`src/rtl/hilo_pkg.sv`:
```
// Shared types and constants for the HI/LO register unit.
// Used by hilo_unit and lat_counter.
package hilo_pkg;

    localparam int unsigned MUL_LAT_DEF = 4;
    localparam int unsigned DIV_LAT_DEF = 32;
    localparam int unsigned CNT_W       = 6;

    typedef enum logic [0:0] {
        IDLE = 1'b0,
        BUSY = 1'b1
    } hilo_state_t;

endpackage

```
`src/rtl/hilo_unit_lat_counter.sv`:
```
// Loadable down-counter with a zero flag that times an in-flight HI/LO operation.
// Present only when HILO_LATENCY_EN is defined.
`ifdef HILO_LATENCY_EN
module lat_counter
    import hilo_pkg::*;
#(
    parameter int unsigned W = CNT_W
) (
    input  logic         clk,
    input  logic         rst,
    input  logic         load,
    input  logic [W-1:0] load_val,
    input  logic         dec,
    output logic         zero
);

    logic [W-1:0] cnt;

    always_ff @(posedge clk) begin
        if (rst) begin
            cnt <= '0;
        end else if (load) begin
            cnt <= load_val;
        end else if (dec) begin
            cnt <= cnt - W'(1);
        end
    end

    assign zero = (cnt == '0);

endmodule
`endif

```
`src/rtl/hilo_unit.sv`:
```
// HI/LO register unit: captures ALU multiply/divide results and serves mthi/mtlo/mfhi/mflo.
// Macro HILO_LATENCY_EN: when defined, results commit after MUL_LAT/DIV_LAT busy cycles.
module hilo_unit
    import hilo_pkg::*;
#(
    parameter int MUL_LAT = MUL_LAT_DEF,
    parameter int DIV_LAT = DIV_LAT_DEF
) (
    input  logic        clk,
    input  logic        rst,
    input  logic        start_mul,
    input  logic        start_div,
    input  logic [31:0] alu_r1,
    input  logic [31:0] alu_r2,
    input  logic        mthi,
    input  logic        mtlo,
    input  logic [31:0] wdata,
    input  logic        rd_hi,
    input  logic        rd_lo,
    output logic [31:0] rdata,
    output logic        busy,
    output logic        stall
);

    if (MUL_LAT < 1 || MUL_LAT > 63 || DIV_LAT < 1 || DIV_LAT > 63) begin : g_bad_lat
        $error("hilo_unit: MUL_LAT and DIV_LAT must lie in 1..63");
    end

    logic [31:0] hi;
    logic [31:0] lo;
    logic        start_any;

    assign start_any = start_mul | start_div;

`ifdef HILO_LATENCY_EN
    hilo_state_t      state;
    logic [31:0]      pending_hi;
    logic [31:0]      pending_lo;
    logic             cnt_zero;
    logic             cnt_load;
    logic             cnt_dec;
    logic [CNT_W-1:0] cnt_load_val;

    assign busy  = (state == BUSY);
    assign stall = busy & (rd_hi | rd_lo | mthi | mtlo | start_mul | start_div);

    // Counter is loaded with LAT-1 so busy spans exactly LAT cycles.
    assign cnt_load     = (state == IDLE) & start_any;
    assign cnt_load_val = start_mul ? CNT_W'(MUL_LAT - 1) : CNT_W'(DIV_LAT - 1);
    assign cnt_dec      = busy & ~cnt_zero;

    lat_counter #(
        .W (CNT_W)
    ) u_lat_counter (
        .clk      (clk),
        .rst      (rst),
        .load     (cnt_load),
        .load_val (cnt_load_val),
        .dec      (cnt_dec),
        .zero     (cnt_zero)
    );

    always_ff @(posedge clk) begin
        if (rst) begin
            state      <= IDLE;
            hi         <= '0;
            lo         <= '0;
            pending_hi <= '0;
            pending_lo <= '0;
        end else begin
            case (state)
                IDLE: begin
                    if (mthi) hi <= wdata;
                    if (mtlo) lo <= wdata;
                    if (start_any) begin
                        pending_hi <= alu_r2;
                        pending_lo <= alu_r1;
                        state      <= BUSY;
                    end
                end
                BUSY: begin
                    if (cnt_zero) begin
                        hi    <= pending_hi;
                        lo    <= pending_lo;
                        state <= IDLE;
                    end
                end
                default: state <= IDLE;
            endcase
        end
    end
`else
    assign busy  = 1'b0;
    assign stall = 1'b0;

    // Without latency the start result lands on the same edge, so it overrides mthi/mtlo.
    always_ff @(posedge clk) begin
        if (rst) begin
            hi <= '0;
            lo <= '0;
        end else if (start_any) begin
            hi <= alu_r2;
            lo <= alu_r1;
        end else begin
            if (mthi) hi <= wdata;
            if (mtlo) lo <= wdata;
        end
    end
`endif

    always_comb begin
        rdata = '0;
        if (rd_hi) begin
            rdata = hi;
        end else if (rd_lo) begin
            rdata = lo;
        end
    end

endmodule

```
`config.mk`:
```
export PLATFORM = sky130hd
export DESIGN_NAME = hilo_unit
export DESIGN_NICKNAME = d
export VERILOG_FILES = /design/src/rtl/hilo_pkg.sv /design/src/rtl/hilo_unit_lat_counter.sv /design/src/rtl/hilo_unit.sv
export SDC_FILE = /design/constraint.sdc
export NUM_CORES = 1
export LEC_CHECK = 0
export ABC_AREA = 1
export BUFFER_PORTS_ARGS = -buffer_cell sky130_fd_sc_hd__buf_2
export CAP_MARGIN = 10
export CELL_PAD_IN_SITES_DETAIL_PLACEMENT = 1
export CELL_PAD_IN_SITES_GLOBAL_PLACEMENT = 1
export CORE_UTILIZATION = 33
export DETAILED_ROUTE_END_ITERATION = 10
export GPL_TIMING_DRIVEN = 0
export PLACE_DENSITY = 0.87
export SLEW_MARGIN = 5
export SYNTH_ARGS = -nofsm -noshare
export SYNTH_HDL_FRONTEND = slang
export SYNTH_HIERARCHICAL = 1
export SYNTH_SLANG_ARGS = --single-unit
```
`constraint.sdc`:
```
create_clock -name clk -period 1.2 [get_ports clk]
set_clock_uncertainty 0.1 [all_clocks]
set_input_delay 0.24 -clock clk [delete_from_list [all_inputs] [get_ports clk]]
set_output_delay 0.24 -clock clk [all_outputs]
set_load 0.01 [all_outputs]
```
Yosys cells after proc, flatten, opt, wreduce, memory -nomap -nowiden --
Cells that the tools add are included.
Storage, ports and cells: bits in registers 64, input port bits 104, output and inout port bits 34, logic and storage cells 11
Operators by class: mux-type cells 6, bitwise gates (word level) 1, reduce and logical (&&, ||, !) cells 2
Operators with widths (count):
- $mux W32 | 6
- $reduce_bool A2 Y1 | 2
- $or A1 B1 Y1 | 1

Longest topological paths before layout --
Gate-level depths: netlist of the first run.
word-level depth 2, depth in mapped cells 7, depth with buffers taken out 6

Least setup slack after synthesis of the first run --
Ideal clock, no wire load.
path kind input to output, start input rd_hi, end output rdata[10], arrival 0.869 ns, required time 0.860 ns, path slack -0.009 ns, stages on the path 4, path buffers 2, path through clkbuf_1 clkbuf_1 nand2_1 nand2_1
Between the ends: word-level cells in the longest chain between the ends 1
RTL lines:
- start, declared | RTL line hilo_unit.sv:18 | input logic rd_hi,
- $mux W32 | RTL line hilo_unit.sv:113 | if (rd_hi) begin
- end, declared | RTL line hilo_unit.sv:20 | output logic [31:0] rdata,
Every way passes these cells.

Final worst setup path of the first run --
start register lo[6], end output rdata[6]
Between the ends: word-level cells in the longest chain between the ends 2
RTL lines:
- start, declared | RTL line hilo_unit.sv:30 | logic [31:0] lo;
- start signal, assigned | RTL line hilo_unit.sv:103 | lo <= alu_r1;
- start signal, assigned | RTL line hilo_unit.sv:106 | if (mtlo) lo <= wdata;
- $mux W32 | RTL line hilo_unit.sv:115 | end else if (rd_lo) begin
- $mux W32 | RTL line hilo_unit.sv:113
Every way passes these cells.

==> results.md, run 1 <==
- Warnings, synthesis: 6
- Global-route total usage across every layer: between 20% and 30%
- Remaining DRCs: 0
- Share of final-layout standard cells stronger than drive strength 1: approximately 41%
- Worst reg-to-reg path cell count: 5
- Fin crit period: 1280 ps
- Number of rows created at floorplan: 38
- Number of hold buffers added after CTS: 0
- Ratio of total power to cell area: 1130 nW/um2
- Count of flip-flops with a built-in enable after synthesis: 0
- CTS tree: built
- Area used by sequential logic in the layout: 1350 um2
- Largest net degree at the start of global routing: 11
- Register bit total from synthesis: 64
- Number of buffers added by the clock tree synthesis step: 9
- Clock transition time at the flip-flop clock pins of the worst setup and hold paths: 60 ps
- Effective utilization at floorplan: between 30% and 40%
- First-iteration detailed-routing DRC count: 265
- Type of the worst setup path: reg -> out
- Top cell type's share of synthesized area: around 34%
- Insertion delay of the later-clocked pin in the worst-skew pair: 320 ps
- Hold violation total from the final report: 0
- Clock root buffer: sky130_fd_sc_hd__clkbuf_16
- Distinct cell type count after synthesis: 15
- Total inserted antenna cells: 0
- Top post-synthesis cells by area: sky130_fd_sc_hd__dfxtp_1 34%, sky130_fd_sc_hd__nand3_1 30%, sky130_fd_sc_hd__nand2_1 19%
- CP Capture Type: output port
- Crit path setup slack, layout: -80.5 ps
- Most frequent cell after synthesis: sky130_fd_sc_hd__nand3_1
- Final std cell area, no fill: 5420 um2
- Antenna violations before repair: 0
- Critical path data arrival time: 940 ps
- Buffers on Ports: 132
- Run status: complete, but fails checks
- CP Launch Point: lo[6]$_SDFFE_PP0P_
- Count of max-cap constraint violations: 0
- RSZ-0062 raised after global routing: true
- Layout fillers: approximately 1500
- DRT antenna net count: 0
- Worst reg2reg endpoint: lo[5]$_SDFFE_PP0P_
- Failing checks: negative setup slack
- Number of H-tree branching levels: 3
- Proportion of register bits with asynchronous set or reset after synthesis: 0%
- Largest vdd supply drop: slightly below 0.7 mV
- Final GP Congestion: 0.819
- Number of buffers on the longest clock path: 2
- Leading post-synthesis cells by instance count: 224 x sky130_fd_sc_hd__nand3_1, 192 x sky130_fd_sc_hd__nand2_1, 68 x sky130_fd_sc_hd__inv_1
- Total Routed Length: 15900 um
- Global-route wire length before repair: approximately 25000 um
- Placed inst area: 4620 um2
- Clock sinks: 64
- Initial DRT Pass Iterations: 5
- Post-detailed-route wirelength per cell: 17.7 um
- Pins over their slew limit: 0
- Cell count after synthesis: 605
- Detail-routed via count per cell: 5.26
- I/O pin total: 138
- Final number of setup-violating endpoints: 32
- Sort of element at the start of the critical path: register
- Sequential share of the synthesized area: 33.9%
- RR Startpoint: lo[5]$_SDFFE_PP0P_
- Highest Clock Rate: 781 MHz
- Destination of the critical timing path: rdata[6]
- Vias after detailed routing: between 4000 and 5000
- Maximum fanout along the worst path: 2
- Class of the tightest hold or removal check: in -> reg
- Vias in the first global route: 5007
- Number of nets in the layout: 857
- Cell type with the highest aggregate area in the netlist: sky130_fd_sc_hd__dfxtp_1
- Leak: 3.06 nW
- Die area: 11900 um2
- Setup slack of the worst register-to-register path: 170 ps
- Required @ worst endpoint: 860 ps
- Floorplan die width: about 110 um
- Cell area after synthesis: 3780 um2
- Total congestion overflow: 0
- Area overhead of the layout relative to synthesis: 43.3%
- Predominant post-synthesis flop cell: sky130_fd_sc_hd__dfxtp_1
- Ratio of final minimum period to clock period: 107%
- Core box area: 11000 um2
- Share of the core filled with cells: 49.3%
- Floorplan die height: 109 um
- Hold Path Cell Cnt: 5
- Post-synthesis area per instance: 6.25 um2
- Total half-perimeter wirelength after legalization and detailed placement: between 10000 and 15000 um
- Area of combinational cells with multiple inputs: slightly above 2000 um2
sequential cells by signal, indices dropped and copies added (netlist names):
name and flops:
hi 32, lo 32
area by class of cell:
type	instances	area share (%)
buffer	52	8.98
clock buffer	12	4.73
clock inverter	3	0.323
inverter	70	5.08
multi-input combinational	420	38.1
sequential	64	24.9
tap	140	3.23
timing repair buffer	136	14.6
what timing repair did:
item                                    CTS  global route
endpoints found under the setup margin   32            32
pin swaps                                35            39
resized for setup                       100            55
cloned                                    1             1
buffers inserted                          1             1
where the power goes:
part / internal [W] / leakage, nW / switching (W)
Sequential: 0.00230 / 0.548 / 0.0000934
Combinational: 0.000557 / 2.38 / 0.000770
Clock: 0.00149 / 0.134 / 0.000933
stage by stage:
step	instances	hold slack (ps)	setup slack, ps	power, W	setup TNS, ps
4_1_cts	895	109	-73.6	0.00606	-1690
3_3_place_gp	878	432	-453	0.00349	-15980
3_5_place_dp	878	445	-477	0.00355	-18800
5_1_grt	897	127	-103	0.00643	-2430
2_1_floorplan	606	315	-8.55	0.00304	-256
6_report	897	110	-80.5	0.00614	-1350
cell families (layout without fill, tap and decap cells):
logic type | count (synthesis) | in the layout | share of synthesized area (%)
other cells | 1 | 2 | 0.0992
buf+inv | 122 | 273 | 16.7
simple gates | 418 | 418 | 49.3
flops | 64 | 64 | 33.9
cells in the final DEF (no fill, tap or decap), drive strengths merged:
cell,instances
clkbuf,18
clkinvlp,1
nand3,224
nor2,1
dfxtp,64
conb,2
clkinv,3
nand2,193
buf,182
inv,69
critical path: stages, from the launching register on:
cell                      delay, ps
sky130_fd_sc_hd__dfxtp_2        350
sky130_fd_sc_hd__nand3_2         70
sky130_fd_sc_hd__nand2_1         70
sky130_fd_sc_hd__buf_2          130
metal layers:
metal	up-vias	track usage, %	share of wire [%]
met5	-	0	0
met2	182	48.6	52
li1	2229	-	-
met1	2278	31.9	40
met3	31	3.53	5.9
met4	0	13.0	2.6
worst min-delay path by stage:
stage / start / endpoint / slack [ps]
after floorplan: rst / hi[24]$_SDFFE_PP0P_ / 310
after global placement: alu_r1[27] / lo[27]$_SDFFE_PP0P_ / 430
after detailed placement: alu_r1[7] / lo[7]$_SDFFE_PP0P_ / 440
after CTS: alu_r1[7] / lo[7]$_SDFFE_PP0P_ / 110
after global routing: alu_r2[19] / hi[19]$_SDFFE_PP0P_ / 130
final: alu_r2[19] / hi[19]$_SDFFE_PP0P_ / 110
Power figures use the tool's default switching activity.
==> run 2: changes to the inputs <==
CORE_UTILIZATION = 36   (was 33)
PLACE_DENSITY = 0.93   (was 0.87)
clock period = 1.65 ns   (was 1.2 ns; I/O delays follow)
==> results.md, run 2 (same netlist as run 1, synthesis figures left out) <==
- CP Launch Point: rd_hi
- Final number of setup-violating endpoints: 0
- Total congestion overflow: 0
- Highest Clock Rate: approximately 630 MHz
- Largest net degree at the start of global routing: 11
- Share of final-layout standard cells stronger than drive strength 1: 26.8%
- Sort of element at the start of the critical path: input pin
- CTS tree: built
- Buffers on Ports: between 100 and 150
- Type of the worst setup path: in -> out
- Largest vdd supply drop: 0.378 mV
- Die area: 10900 um2
- CP Capture Type: output port
- Remaining DRCs: 1
- Critical path data arrival time: 1160 ps
- Total half-perimeter wirelength after legalization and detailed placement: between 10000 and 15000 um
- Largest regs: hi (32), lo (32)
- Class of the tightest hold or removal check: in -> reg
- Ratio of total power to cell area: 823 nW/um2
- Final GP Congestion: 0.841
- Fin crit period: 1590 ps
- Number of buffers on the longest clock path: 2
- Initial DRT Pass Iterations: 7
- Placed inst area: 4610 um2
- Worst slack, placed: -211 ps
- Most used cells in the layout excluding fill and tap cells: 224 x sky130_fd_sc_hd__nand3_1, 192 x sky130_fd_sc_hd__nand2_1, 161 x sky130_fd_sc_hd__buf_2, 68 x sky130_fd_sc_hd__inv_1, 64 x sky130_fd_sc_hd__dfxtp_1
- Hold Startpoint: alu_r2[18]
- Hold violation total from the final report: 0
- Clock transition time at the flip-flop clock pins of the worst setup and hold paths: 80 ps
- Maximum fanout along the worst path: 10
- Detail-routed via count per cell: 5.24
- Required @ worst endpoint: 1220 ps
- Failing checks: design-rule violations
- Floorplan die width: 104 um
- Most common cell after layout, fill and taps aside: sky130_fd_sc_hd__nand3_1
- Post-detailed-route wirelength per cell: 16.4 um
- RSZ-0062 raised after global routing: true
- Share of the core filled with cells: between 40% and 50%
- Clock root buffer: sky130_fd_sc_hd__clkbuf_8
- Antenna violations before repair: 0
- Setup TNS: 0 ps
- Total Routed Length: ~15000 um
- Number of buffers added by the clock tree synthesis step: 9
- Global-route total usage across every layer: between 20 and 30%
- Count of max-cap constraint violations: 0
- Run status: complete, but fails checks
- Area used by sequential logic in the layout: approximately 1300 um2
- Core box area: ~10000 um2
- I/O pin total: 138
- Setup repair bufs after CTS: 0
- Area overhead of the layout relative to synthesis: 27.8%
- Number of rows created at floorplan: 37
- Total power after layout: 0.00397 W
- DRT antenna net count: 0
- Number of H-tree branching levels: 3
- Number of nets in the layout: 853
- Crit path setup slack, layout: 60.0 ps
- Pins over their slew limit: 0
- Ratio of final minimum period to clock period: 96.4%
- Final std cell area, no fill: 4830 um2
- Clock sinks: between 60 and 70
- Vias after detailed routing: 4666
- Effective utilization at floorplan: between 30% and 40%
- Layout fillers: ~1400
- Global-route wire length before repair: 23300 um
- Total inserted antenna cells: 0
- First-iteration detailed-routing DRC count: 227
- Area of combinational cells with multiple inputs: 1870 um2
- Vias in the first global route: 4884
- Floorplan die height: ~100 um
- Leak: 2.91 nW
- RR Startpoint: hi[25]$_SDFFE_PP0P_
- Insertion delay of the later-clocked pin in the worst-skew pair: 350 ps
-- run 2: cell types whose count changed in the layout (fill, tap and decap cells not counted), sizes merged --
cell      previous run  this run
buf                182       180
bufinv               0         1
clkbuf              18        17
clkinv               3         2
clkinvlp             1         0
inv                 69        70
-- run 2: through the flow --
step | hold WS, ps | cells
2_1_floorplan | 405 | 606
3_3_place_gp | 443 | 874
3_5_place_dp | 462 | 874
4_1_cts | 172 | 890
5_1_grt | 204 | 890
6_report | 176 | 890
-- run 2: final timing paths --
path	endpoint	slack, ps	cells after the start
max reg2reg	hi[25]$_SDFFE_PP0P_	830	4
min	hi[18]$_SDFFE_PP0P_	180	5
max	rdata[11]	60	6
min reg2reg	hi[26]$_SDFFE_PP0P_	470	4
-- run 2: power by group --
| group | switching [W] | internal [W] | total (W) | leakage [nW] |
|---|---|---|---|---|
| clock | 0.000643 | 0.000778 | 0.00142 | 0.103 |
| sequential | 0.0000556 | 0.00165 | 0.00170 | 0.532 |
| combinational | 0.000513 | 0.000336 | 0.000849 | 2.28 |
| total | 0.00121 | 0.00276 | 0.00397 | 2.91 |
-- run 2: what timing repair did --
| item | 4_1_cts | 5_1_grt |
|---|---|---|
| hold buffers | 0 | 0 |
| resized for setup | 8 | 4 |
| setup endpoints to repair | 30 | 20 |
-- run 2: cell type report --
class / count / area share (%)
plain buffers: 52 / 7.95
clock buffers: 13 / 3.29
clock inverters: 3 / 0.829
inverters: 70 / 5.44
multi-input cells: 420 / 38.8
flip-flops and latches: 64 / 26.5
well taps: 136 / 3.52
repair buffers: 132 / 13.7
-- run 2: routing by layer --
metal / routed length (um) / vias up / global-route usage (%)
met5: 0 / - / 0
met4: 374 / 0 / 11.4
met3: 832 / 34 / 3.63
met2: 7320 / 181 / 47.7
met1: 6050 / 2236 / 32.1
li1: - / 2215 / -
-- run 2: worst max-delay path: stages --
cell and delay [ps]:
sky130_fd_sc_hd__clkbuf_2 140, sky130_fd_sc_hd__inv_1 160, sky130_fd_sc_hd__buf_4 220, sky130_fd_sc_hd__nand3_1 80
sky130_fd_sc_hd__nand2_1 90, sky130_fd_sc_hd__buf_2 140
